<file path="src/rtl/sockit_spi_dws_if.sv">
// rtl/sockit_spi_dws_if.sv - word-in / chunk-out stream pair for sockit_spi_dws (SOCKIT_SPI_DWS_STRB_EN adds sdw_stb)
interface sockit_spi_dws_if #(
  parameter int DW = 32,
  parameter int SW = 8
);
  localparam int N = DW / SW;

  logic          sdw_vld;
  logic [DW-1:0] sdw_dat;
  logic          sdw_rdy;
  logic          sds_vld;
  logic [SW-1:0] sds_dat;
  logic          sds_rdy;
`ifdef SOCKIT_SPI_DWS_STRB_EN
  logic [N-1:0]  sdw_stb;

  modport slave (
    input  sdw_vld, sdw_dat, sdw_stb, sds_rdy,
    output sdw_rdy, sds_vld, sds_dat
  );
  modport master (
    output sdw_vld, sdw_dat, sdw_stb, sds_rdy,
    input  sdw_rdy, sds_vld, sds_dat
  );
`else
  modport slave (
    input  sdw_vld, sdw_dat, sds_rdy,
    output sdw_rdy, sds_vld, sds_dat
  );
  modport master (
    output sdw_vld, sdw_dat, sds_rdy,
    input  sdw_rdy, sds_vld, sds_dat
  );
`endif
endinterface

</file>
<file path="src/rtl/sockit_spi_dws.sv">
// rtl/sockit_spi_dws.sv - DW-to-SW data width serializer; SOCKIT_SPI_DWS_STRB_EN enables per-lane strobes
module sockit_spi_dws #(
  parameter int    DW     = 32,
  parameter int    SW     = 8,
  parameter string ENDIAN = "BIG"
) (
  input logic              ACLK,
  input logic              ARESETn,
  sockit_spi_dws_if.slave  bus
);
  localparam int N   = DW / SW;
  localparam int CW  = (N > 1) ? $clog2(N) : 1;
  localparam bit BIG = (ENDIAN == "BIG");

  logic [DW-1:0] data_q;
  logic          full;
  logic          last;
  logic          in_xfer;
  logic          out_xfer;
  int            sel;
  logic [SW-1:0] chunk;

  assign in_xfer  = bus.sdw_vld & bus.sdw_rdy;
  assign out_xfer = full & bus.sds_rdy;

  // Reload on the last chunk's handshake keeps the output stream bubble-free.
  assign bus.sdw_rdy = ~full | (bus.sds_rdy & last);
  assign bus.sds_vld = full;
  assign bus.sds_dat = chunk;

  always_comb begin
    chunk = '0;
    for (int k = 0; k < N; k++) begin
      if (sel == k) chunk = data_q[k*SW +: SW];
    end
  end

`ifdef SOCKIT_SPI_DWS_STRB_EN
  logic [N-1:0] mask_q;
  logic [N-1:0] lane_oh;

  assign full = |mask_q;
  assign last = $onehot(mask_q);

  // Pick the next pending lane: highest for BIG, lowest for LITTLE.
  always_comb begin
    sel = 0;
    if (BIG) begin
      for (int k = 0; k < N; k++) begin
        if (mask_q[k]) sel = k;
      end
    end else begin
      for (int k = N - 1; k >= 0; k--) begin
        if (mask_q[k]) sel = k;
      end
    end
    lane_oh = '0;
    for (int k = 0; k < N; k++) begin
      lane_oh[k] = (sel == k);
    end
  end

  always_ff @(posedge ACLK or negedge ARESETn) begin
    if (!ARESETn) begin
      data_q <= '0;
      mask_q <= '0;
    end else if (in_xfer) begin
      data_q <= bus.sdw_dat;
      mask_q <= bus.sdw_stb;
    end else if (out_xfer) begin
      mask_q <= mask_q & ~lane_oh;
    end
  end
`else
  logic [CW-1:0] cnt_q;
  logic          full_q;

  assign full = full_q;
  assign last = (cnt_q == CW'(N - 1));

  always_comb begin
    sel = BIG ? (N - 1 - int'(cnt_q)) : int'(cnt_q);
  end

  always_ff @(posedge ACLK or negedge ARESETn) begin
    if (!ARESETn) begin
      data_q <= '0;
      cnt_q  <= '0;
      full_q <= 1'b0;
    end else if (in_xfer) begin
      data_q <= bus.sdw_dat;
      cnt_q  <= '0;
      full_q <= 1'b1;
    end else if (out_xfer) begin
      if (last) begin
        cnt_q  <= '0;
        full_q <= 1'b0;
      end else begin
        cnt_q <= cnt_q + CW'(1);
      end
    end
  end
`endif
endmodule

</file>
<file path="src/flat_wrapper.sv">
// flat-port wrapper written by rule: the top's interface ports become plain ports
module sockit_spi_dws_flat 
#(
  parameter int    DW     = 32,
  parameter int    SW     = 8,
  parameter string ENDIAN = "   "
)
  (ACLK, ARESETn, bus_sdw_vld, bus_sdw_dat, bus_sds_rdy, bus_sdw_rdy, bus_sds_vld, bus_sds_dat);
  sockit_spi_dws_if #(.DW(DW), .SW(SW)) bus_i ();
  input logic ACLK;
  input logic ARESETn;
  input wire logic [$bits(bus_i.sdw_vld)-1:0] bus_sdw_vld;
  input wire logic [$bits(bus_i.sdw_dat)-1:0] bus_sdw_dat;
  input wire logic [$bits(bus_i.sds_rdy)-1:0] bus_sds_rdy;
  output wire logic [$bits(bus_i.sdw_rdy)-1:0] bus_sdw_rdy;
  output wire logic [$bits(bus_i.sds_vld)-1:0] bus_sds_vld;
  output wire logic [$bits(bus_i.sds_dat)-1:0] bus_sds_dat;
  assign bus_i.sdw_vld = bus_sdw_vld;
  assign bus_i.sdw_dat = bus_sdw_dat;
  assign bus_i.sds_rdy = bus_sds_rdy;
  assign bus_sdw_rdy = bus_i.sdw_rdy;
  assign bus_sds_vld = bus_i.sds_vld;
  assign bus_sds_dat = bus_i.sds_dat;
  sockit_spi_dws #(.DW(DW), .SW(SW), .ENDIAN(ENDIAN)) u_core (.ACLK(ACLK), .ARESETn(ARESETn), .bus(bus_i));
endmodule
</file>
<file path="config.mk">
export PLATFORM = sky130hd
export DESIGN_NAME = sockit_spi_dws_flat
export DESIGN_NICKNAME = d
export VERILOG_FILES = /design/src/rtl/sockit_spi_dws_if.sv /design/src/rtl/sockit_spi_dws.sv /design/src/flat_wrapper.sv
export SDC_FILE = /design/constraint.sdc
export NUM_CORES = 1
export LEC_CHECK = 0
export ABC_CLOCK_PERIOD_IN_PS = 2000
export BUFFER_PORTS_ARGS = -buffer_cell sky130_fd_sc_hd__buf_2
export CAP_MARGIN = 0
export CORE_UTILIZATION = 40
export DETAILED_ROUTE_END_ITERATION = 7
export PLACE_DENSITY_LB_ADDON = 0.25
export SYNTH_ARGS = -nofsm -noshare
export SYNTH_HDL_FRONTEND = slang
export SYNTH_SLANG_ARGS = --single-unit
</file>
<file path="constraint.sdc">
create_clock -name ACLK -period 2 [get_ports ACLK]
set_input_delay 0 -clock ACLK [delete_from_list [all_inputs] [get_ports ACLK]]
set_output_delay 0 -clock ACLK [all_outputs]
set_load 0.01 [all_outputs]
</file>
-- After elaboration in Yosys (flattened, before gate mapping)
Index checks and enable logic that the tools add are counted.
- logic and storage cells: 27
- bits of input ports: 36
- output and inout bits: 10
- flip-flop bits (word level): 35
- add/sub/neg operators: 1
- bitwise operators: 5
- eq/ne operators: 4
- multiplexer cells: 10
- reductions and logical operators: 4
- operators with widths (cell ; number):
    $logic_not A32 Y1 ; 1
    $mux W8 ; 4
    $eq A2 B2 Y1 const B ; 3
    $mux W2 ; 3
    $reduce_bool A2 Y1 ; 2
    $and A1 B1 Y1 ; 3
    $mux W1 ; 3
    $add A2 B1 Y2 const B ; 1
    $eq A2 B1 Y1 const B ; 1
    $reduce_and A2 Y1 ; 1
    $not A1 Y1 ; 1
    $or A1 B1 Y1 ; 1

-- Longest topological paths before layout
Gate-level depths: netlist of the first run.
- depth after elaboration: 6
- gate-level depth with buffers: 7
- depth with buffers taken out: 5

-- Worst setup path after synthesis of the first run
OpenSTA, ideal clock, no wires.
- path kind: register to register
- start: register u_core.cnt_q[0]
- end: register u_core.data_q[0]
- clock period less this slack: 1.598 ns
- setup time: 0.125 ns
- buffers on the path: 1
- setup slack: 0.402 ns
- data required time: 1.875 ns
- stages on the path, launching flop included: 6
- data arrival time: 1.472 ns
- cells stage by stage: dfrtp_1 ha_1 a21bo_4 nand2_4 buf_6 mux2_4
- cells in the longest elaborated chain, start to end: 4
- ends and longest elaborated chain (element ; RTL line ; source):
    from (decl) ; sockit_spi_dws.sv:75 ; logic [CW-1:0] cnt_q;
    from (signal assigned) ; sockit_spi_dws.sv:99 ; cnt_q <= cnt_q + CW'(1);
    $eq A2 B2 Y1 ; sockit_spi_dws.sv:79 ; assign last = (cnt_q == CW'(N - 1));
    $and A1 B1 Y1 ; sockit_spi_dws.sv:27 ; assign bus.sdw_rdy = ~full | (bus.sds_rdy & last);
    $or A1 B1 Y1 ; sockit_spi_dws.sv:27 ;
    via bus_sdw_rdy ; flat_wrapper.sv:15 ; output wire logic [$bits(bus_i.sdw_rdy)-1:0] bus_sdw_rdy;
    $and A1 B1 Y1 ; sockit_spi_dws.sv:23 ; assign in_xfer = bus.sdw_vld & bus.sdw_rdy;
    to (signal assigned) ; sockit_spi_dws.sv:91 ; data_q <= bus.sdw_dat;
    to (decl) ; sockit_spi_dws.sv:15 ; logic [DW-1:0] data_q;
The timed path passes the listed nets, and every way through them passes these cells.
A chain may end at the register's enable or synchronous reset.

-- Worst setup path after layout of the first run
- start: register u_core.cnt_q[0]
- end: output port bus_sds_dat[6]
- cells in the longest elaborated chain, start to end: 5
- elaborated cells between the ends (all ways): 8
- classes of those cells: eq/ne (3); mux (4); reduce/logical (1)
- ends and longest elaborated chain (element ; RTL line ; source):
    $logic_not A32 Y1 ; sockit_spi_dws.sv:34 ; if (sel == k) chunk = data_q[k*SW +: SW];
    $mux W8 (3 in a row) ; sockit_spi_dws.sv:34 ;
    $mux W8 * ; sockit_spi_dws.sv:34 ;
    to (decl) ; flat_wrapper.sv:17 ; output wire logic [$bits(bus_i.sds_dat)-1:0] bus_sds_dat;
Every way passes the cells marked *; elsewhere a longest branch is shown, timed or not.

==> results of run 1 <==
[metrics by stage]
stage	worst slack, ns	util [%]	instance area, um^2	hold WS, ns
after floorplan	0.402	-	1720	-0.296
after global placement	0.291	49.4	2000	0.103
after detailed placement	0.237	49.4	2000	0.120
after CTS	0.0893	59.9	2430	0.0603
after global routing	0.0356	60.0	2430	0.0752
final	0.165	60.0	2430	0.0654
[path summary, 6_finish.rpt]
check,end,slack [ns],cells past startpoint
worst max-delay path,bus_sds_dat[6],0.16,5
worst min-delay path,u_core.bus.sds_vld$_DFFE_PN0P_,0.07,3
worst max register to register,u_core.data_q[16]$_DFFE_PN0N_,0.21,5
worst min register to register,u_core.data_q[6]$_DFFE_PN0N_,0.52,1
max in group asynchronous,u_core.cnt_q[1]$_DFFE_PN0P_,1.20,2
min in group asynchronous,u_core.data_q[14]$_DFFE_PN0N_,0.31,2
[metal layers]
layer / vias up / routed length [um] / share of wire (%) / track usage, %
li1: 605 / - / - / -
met1: 606 / 1700 / 44 / 23.8
met2: 39 / 1880 / 49 / 29.7
met3: 13 / 182 / 4.7 / 6.25
met4: 0 / 92 / 2.4 / 8.24
met5: - / 0 / 0 / 0
[flip-flops by register name, indices dropped and copies added (netlist names)]
signal,count
u_core.data_q,32
u_core.cnt_q,2
u_core.bus.sds_vld,1
[power by group through the flow]
stage / combinational [mW] / clock, mW / sequential (mW)
floorplan: 1.16 / 0 / 1.22
global route: 1.75 / 0.563 / 1.35
detailed placement: 1.55 / 0 / 1.31
CTS: 1.62 / 0.527 / 1.31
global placement: 1.51 / 0 / 1.29
finish: 1.60 / 0.512 / 1.31
[final cells by class]
type / instances / area (um^2) / share of cell area, %
flip-flops and latches: 35 / 876 / 36.0
inverters: 3 / 11.3 / 0.462
repair buffers: 83 / 608 / 25.0
well taps: 50 / 62.6 / 2.57
clock buffers: 5 / 68.8 / 2.83
clock inverters: 3 / 20.0 / 0.822
multi-input cells: 76 / 788 / 32.4
[Yosys cell counts]
library cell,instances
a21bo_4,1
a21oi_1,8
a22oi_1,7
a31oi_1,1
a32o_1,1
buf_6,3
clkbuf_1,3
dfrtp_1,35
ha_1,4
inv_1,3
mux2_2,2
mux2_4,30
nand2_1,2
nand2_4,1
nand2b_1,3
nand3b_1,1
nor2_1,2
nor2b_1,2
nor3b_1,1
o21ai_0,1
o22ai_1,7
o2bb2ai_1,1
o31ai_1,1
[worst reg2reg max path, delay by kind of cell (launching register included)]
kind | cells | cell delay (ns)
flip-flops | 1 | 0.44
adder cells (fa/ha/maj) | 1 | 0.31
multiplexers | 1 | 0.31
AO/OA/AOI/OAI | 1 | 0.25
buffers and inverters | 1 | 0.22
AND/OR/NAND/NOR | 1 | 0.15
[what timing repair did]
| action | 4_1_cts | 5_1_grt |
|---|---|---|
| gates resized for setup | 0 | 1 |
| hold buffers | 34 | 0 |
| buffers inserted | 0 | 0 |
| setup endpoints to repair | 0 | 2 |
| hold endpoints to repair | 69 | 0 |
[kinds of logic after synthesis]
logic type / synth area share [%]
AO/OA/AOI/OAI: 11.1
adder cells (fa/ha/maj): 2.91
buffers and inverters: 3.28
flip-flops: 51.0
multiplexers: 27.5
AND/OR/NAND/NOR: 4.22
==> impl_metrics.toml, run 1 <==
[layout]
final_cells = 255
n_antenna_cell = 0
areaGrowthSynthToFinish_pct = 41.7
final_cell_mix = "buf_2, dfrtp_1, dlygate4sd3_1, mux2_4, a21oi_1"
final_nets = 244
drive_gt1_share_pct = 44.9
fillerInstances = 323
final_common_cell = "buf_2"

[cts]
max-clock-path-buffers = 2
clock_latency_ns = 0.29
numClockSinks = 35
clkTransAtPathRegs_ns = 0.08
h-tree-depth = 2
cts_tree = "done"
cts-root-buf = "clkbuf_8"
cts_buffers = 5

[placement]
place_hpwl_um = 2710
dp.cells = 213
routabilityCongestion = 0.764
portBuffers = 45

[setup_path]
r2r-start = "u_core.cnt_q[0]$_DFFE_PN0P_"
cp_slowest_cell = "dfrtp_1"
worstSetupPathType = "flop to output port"
worstSetupStartpoint = "u_core.cnt_q[0]$_DFFE_PN0P_"
cp-start-kind = "flop"
required_ns = 2.00
cpLargestDelayFamily = "flip-flops"
crit_path_max_incr_delay_ns = 0.44
cp_max_fo = 8
endpoint_kind = "output port"
cp.arrival_ns = 1.84
worstPathCellList = "inv_1 > ha_1 > nor2_1 > a31oi_1 > buf_2"
cp_num_buf_inv = 2

[sta]
rsz0062_at_grt = "no"
min_period_ns = 1.84
worst_pin_slew_ns = 0.759
setup_violations = 0
period_share_pct = 91.8
slew_headroom_pct = 49.4
fmax_ghz = 0.545
clock_skew_ns = 0.00671
drv_slew = 0
hold_viol_final = 0
finalSetupTns_ns = 0

[drt]
wl_per_cell_um = 15.1
num_vias = 1263
wirelength_um = 3860
dr.pass1.iters = 4
drtIter0Drc = 26
ant_nets = 0
viasPerCell = 4.95
drc_errors = 0

[power]
clkPwrFrac_pct = 15.0
power.density_nw_per_um2 = 1400
leakage_nw = 1.22
power_frac_seq_pct = 38.2
p_comb_share_pct = 46.9
finalPower_mw = 3.42
power_switching_mw = 1.18
swShare_pct = 34.4
peakVddDrop_mv = 0.471
p_int_mw = 2.24

[floorplan]
core-area_um2 = 4060
die_h_um = 67.5
rows = 23
design.portCount = 46
initial_core_util_pct = 42.3
fp.dieW_um = 67.5
die_area_um2 = 4560

[synth]
avgSynthCellArea_um2 = 14.3
synth_nets = 160
synth_top_area_cell = "dfrtp_1"
synth_top_area_share_pct = 51.0
synth.distinct_cells = 23
ys_seq_area_share_pct = 51.0
syn-cell-area_um2 = 1720
syn_inst = 120
yosysWarnings = 0
netlist_top_cells_area = "dfrtp_1, mux2_4, a22oi_1"
synth_seq_cells = 35

[worst_hold_path]
hp-start = "bus_sds_rdy"
hold_path.class = "input port to flop"

[flow_run]
maxCapViolations = 0

[global_route]
antenna_found_initial = 0
overflow = 0
grt_pass1_vias = 1257
grt_use_total_pct = 19.0
grt_pass1_wl_um = 6170
grt_max_degree = 36

[outcome]
outcome = "complete, no violations"
Note: power is estimated with default switching activity, not from simulation.
==> run 2: changes to the inputs <==
--- a/config.mk
+++ b/config.mk
@@ -6,10 +6,11 @@
 export NUM_CORES = 1
 export LEC_CHECK = 0
 export ABC_CLOCK_PERIOD_IN_PS = 2000
-export BUFFER_PORTS_ARGS = -buffer_cell sky130_fd_sc_hd__buf_2
 export CAP_MARGIN = 0
 export CORE_UTILIZATION = 40
 export DETAILED_ROUTE_END_ITERATION = 7
+export DONT_BUFFER_PORTS = 1
+export HOLD_SLACK_MARGIN = 0.02
 export PLACE_DENSITY_LB_ADDON = 0.25
 export SYNTH_ARGS = -nofsm -noshare
 export SYNTH_HDL_FRONTEND = slang
==> impl_metrics.toml, run 2 (synthesis gave the netlist of run 1 again) <==
[outcome]
outcome = "complete, no violations"

[layout]
areaGrowthSynthToFinish_pct = 31.6
multi_input_area_um2 = 786
seq_area_um2 = 876
final_cell_mix = "dlygate4sd3_1, dfrtp_1, mux2_4, a21oi_1"
drive_gt1_share_pct = 28.0
final_nets = 200
regMostFlops = "u_core.data_q"
largest_register_ffs = 32
n_antenna_cell = 0
final_common_cell = "dlygate4sd3_1"
fillerInstances = 324

[global_route]
antenna_found_initial = 0
grt_use_total_pct = 17.2
overflow = 0
grt_pass1_wl_um = 5620
grt_max_degree = 36
grt_pass1_vias = 1128

[floorplan]
die_h_um = 67.5
design.portCount = 46
initial_core_util_pct = 42.3
rows = 23
core-area_um2 = 4060
fp.dieW_um = 67.5
die_area_um2 = 4560

[flow_run]
maxCapViolations = 0

[drt]
dr.pass1.iters = 4
drtIter0Drc = 66
wl_per_cell_um = 17.0
wirelength_um = 3590
ant_nets = 0
drc_errors = 0
num_vias = 1098
viasPerCell = 5.20

[setup_path]
rr_endpoint = "u_core.data_q[6]$_DFFE_PN0N_"
required_ns = 2.17
cp_slowest_cell = "dfrtp_1"
r2r-start = "u_core.cnt_q[0]$_DFFE_PN0P_"
ff2ff_path_depth = 5
worstSetupPathType = "flop to flop"
worstPathCellList = "ha_1 > a21bo_4 > nand2_4 > buf_12 > mux2_2"
cp_max_fo = 32
r2r_setup_slack_ns = 0.20
cp.arrival_ns = 1.97
crit_path_max_incr_delay_ns = 0.43
cp-start-kind = "flop"
endpoint_kind = "flop"

[sta]
drv_slew = 0
fmax_ghz = 0.554
finalSetupTns_ns = 0
rsz0062_at_grt = "no"
clock_skew_ns = 0.00534
hold_viol_final = 0
worst_pin_slew_ns = 0.554
fin_ws_ns = 0.196
min_period_ns = 1.80
setup_violations = 0
slew_headroom_pct = 62.9
period_share_pct = 90.2

[cts]
clkTransAtPathRegs_ns = 0.07
cts_setup_buffers = 0
clock_latency_ns = 0.29
cts_tree = "done"
max-clock-path-buffers = 2
h-tree-depth = 2
numClockSinks = 35
cts_buffers = 5
cts-root-buf = "clkbuf_8"

[placement]
pre_cts_ws_ns = 0.204
routabilityCongestion = 0.734
portBuffers = 0
place_hpwl_um = 2370

[power]
leakage_nw = 1.07
peakVddDrop_mv = 0.600
power.density_nw_per_um2 = 1500

[worst_hold_path]
hold_path.class = "input port to async pin"
## run 2: per-stage QoR
| stage | utilization, % | hold WS [ns] | total power, mW | std cells | cell area [um^2] |
|---|---|---|---|---|---|
| 2_1_floorplan | - | -0.296 | 2.38 | 120 | 1720 |
| 3_3_place_gp | 43.4 | -0.295 | 2.59 | 166 | 1760 |
| 3_5_place_dp | 43.4 | -0.295 | 2.64 | 166 | 1760 |
| 4_1_cts | 55.7 | 0.163 | 3.41 | 211 | 2260 |
| 5_1_grt | 55.7 | 0.181 | 3.60 | 211 | 2260 |
| 6_report | 55.7 | 0.161 | 3.39 | 211 | 2260 |
## run 2: critical path, delay by kind of cell (launching register included)
kind,cells,cell delay [ns]
mux,1,0.37
buf+inv,1,0.23
compound gates,1,0.27
flops,1,0.43
simple gates,1,0.08
fa+ha+maj,1,0.31
## run 2: repair_timing
item,4_1_cts,5_1_grt
hold buffers,37,0
resized for setup,0,0
endpoints found under the hold margin,70,0
## run 2: worst max-delay path by stage
stage                           startpoint                            to  slack, ns  cells past startpoint
2_1_floorplan  u_core.cnt_q[0]$_DFFE_PN0P_  u_core.data_q[0]$_DFFE_PN0N_       0.40                      5
3_5_place_dp   u_core.cnt_q[0]$_DFFE_PN0P_  u_core.data_q[7]$_DFFE_PN0N_       0.20                      5
4_1_cts        u_core.cnt_q[1]$_DFFE_PN0P_                bus_sds_dat[1]       0.19                      6
6_report       u_core.cnt_q[0]$_DFFE_PN0P_  u_core.data_q[6]$_DFFE_PN0N_       0.20                      5
5_1_grt        u_core.cnt_q[1]$_DFFE_PN0P_                bus_sds_dat[1]       0.03                      6
3_3_place_gp   u_core.cnt_q[0]$_DFFE_PN0P_  u_core.data_q[7]$_DFFE_PN0N_       0.26                      5
## run 2: area by class of cell
type	count	share of cell area, %
tap	50	2.77
clock inverter	2	1.55
inverter	3	0.498
clock buffer	6	3.65
multi-input combinational	76	34.8
sequential	35	38.7
timing repair buffer	39	18.0
## run 2: power breakdown
group          total [mW]  switching [mW]  leakage [nW]  internal [mW]
clock network       0.656           0.253        0.0612          0.403
registers            1.30           0.240         0.417           1.06
logic                1.43           0.622         0.593          0.805
total                3.39            1.12          1.07           2.27
## run 2: layer usage
layer | up-vias | share of wire, % | wire length, um | track usage, %
met3 | 7 | 4.3 | 153 | 4.05
li1 | 512 | - | - | -
met2 | 33 | 47 | 1680 | 25.5
met4 | 0 | 2.0 | 71 | 9.31
met5 | - | 0 | 0 | 0
met1 | 546 | 47 | 1690 | 22.9
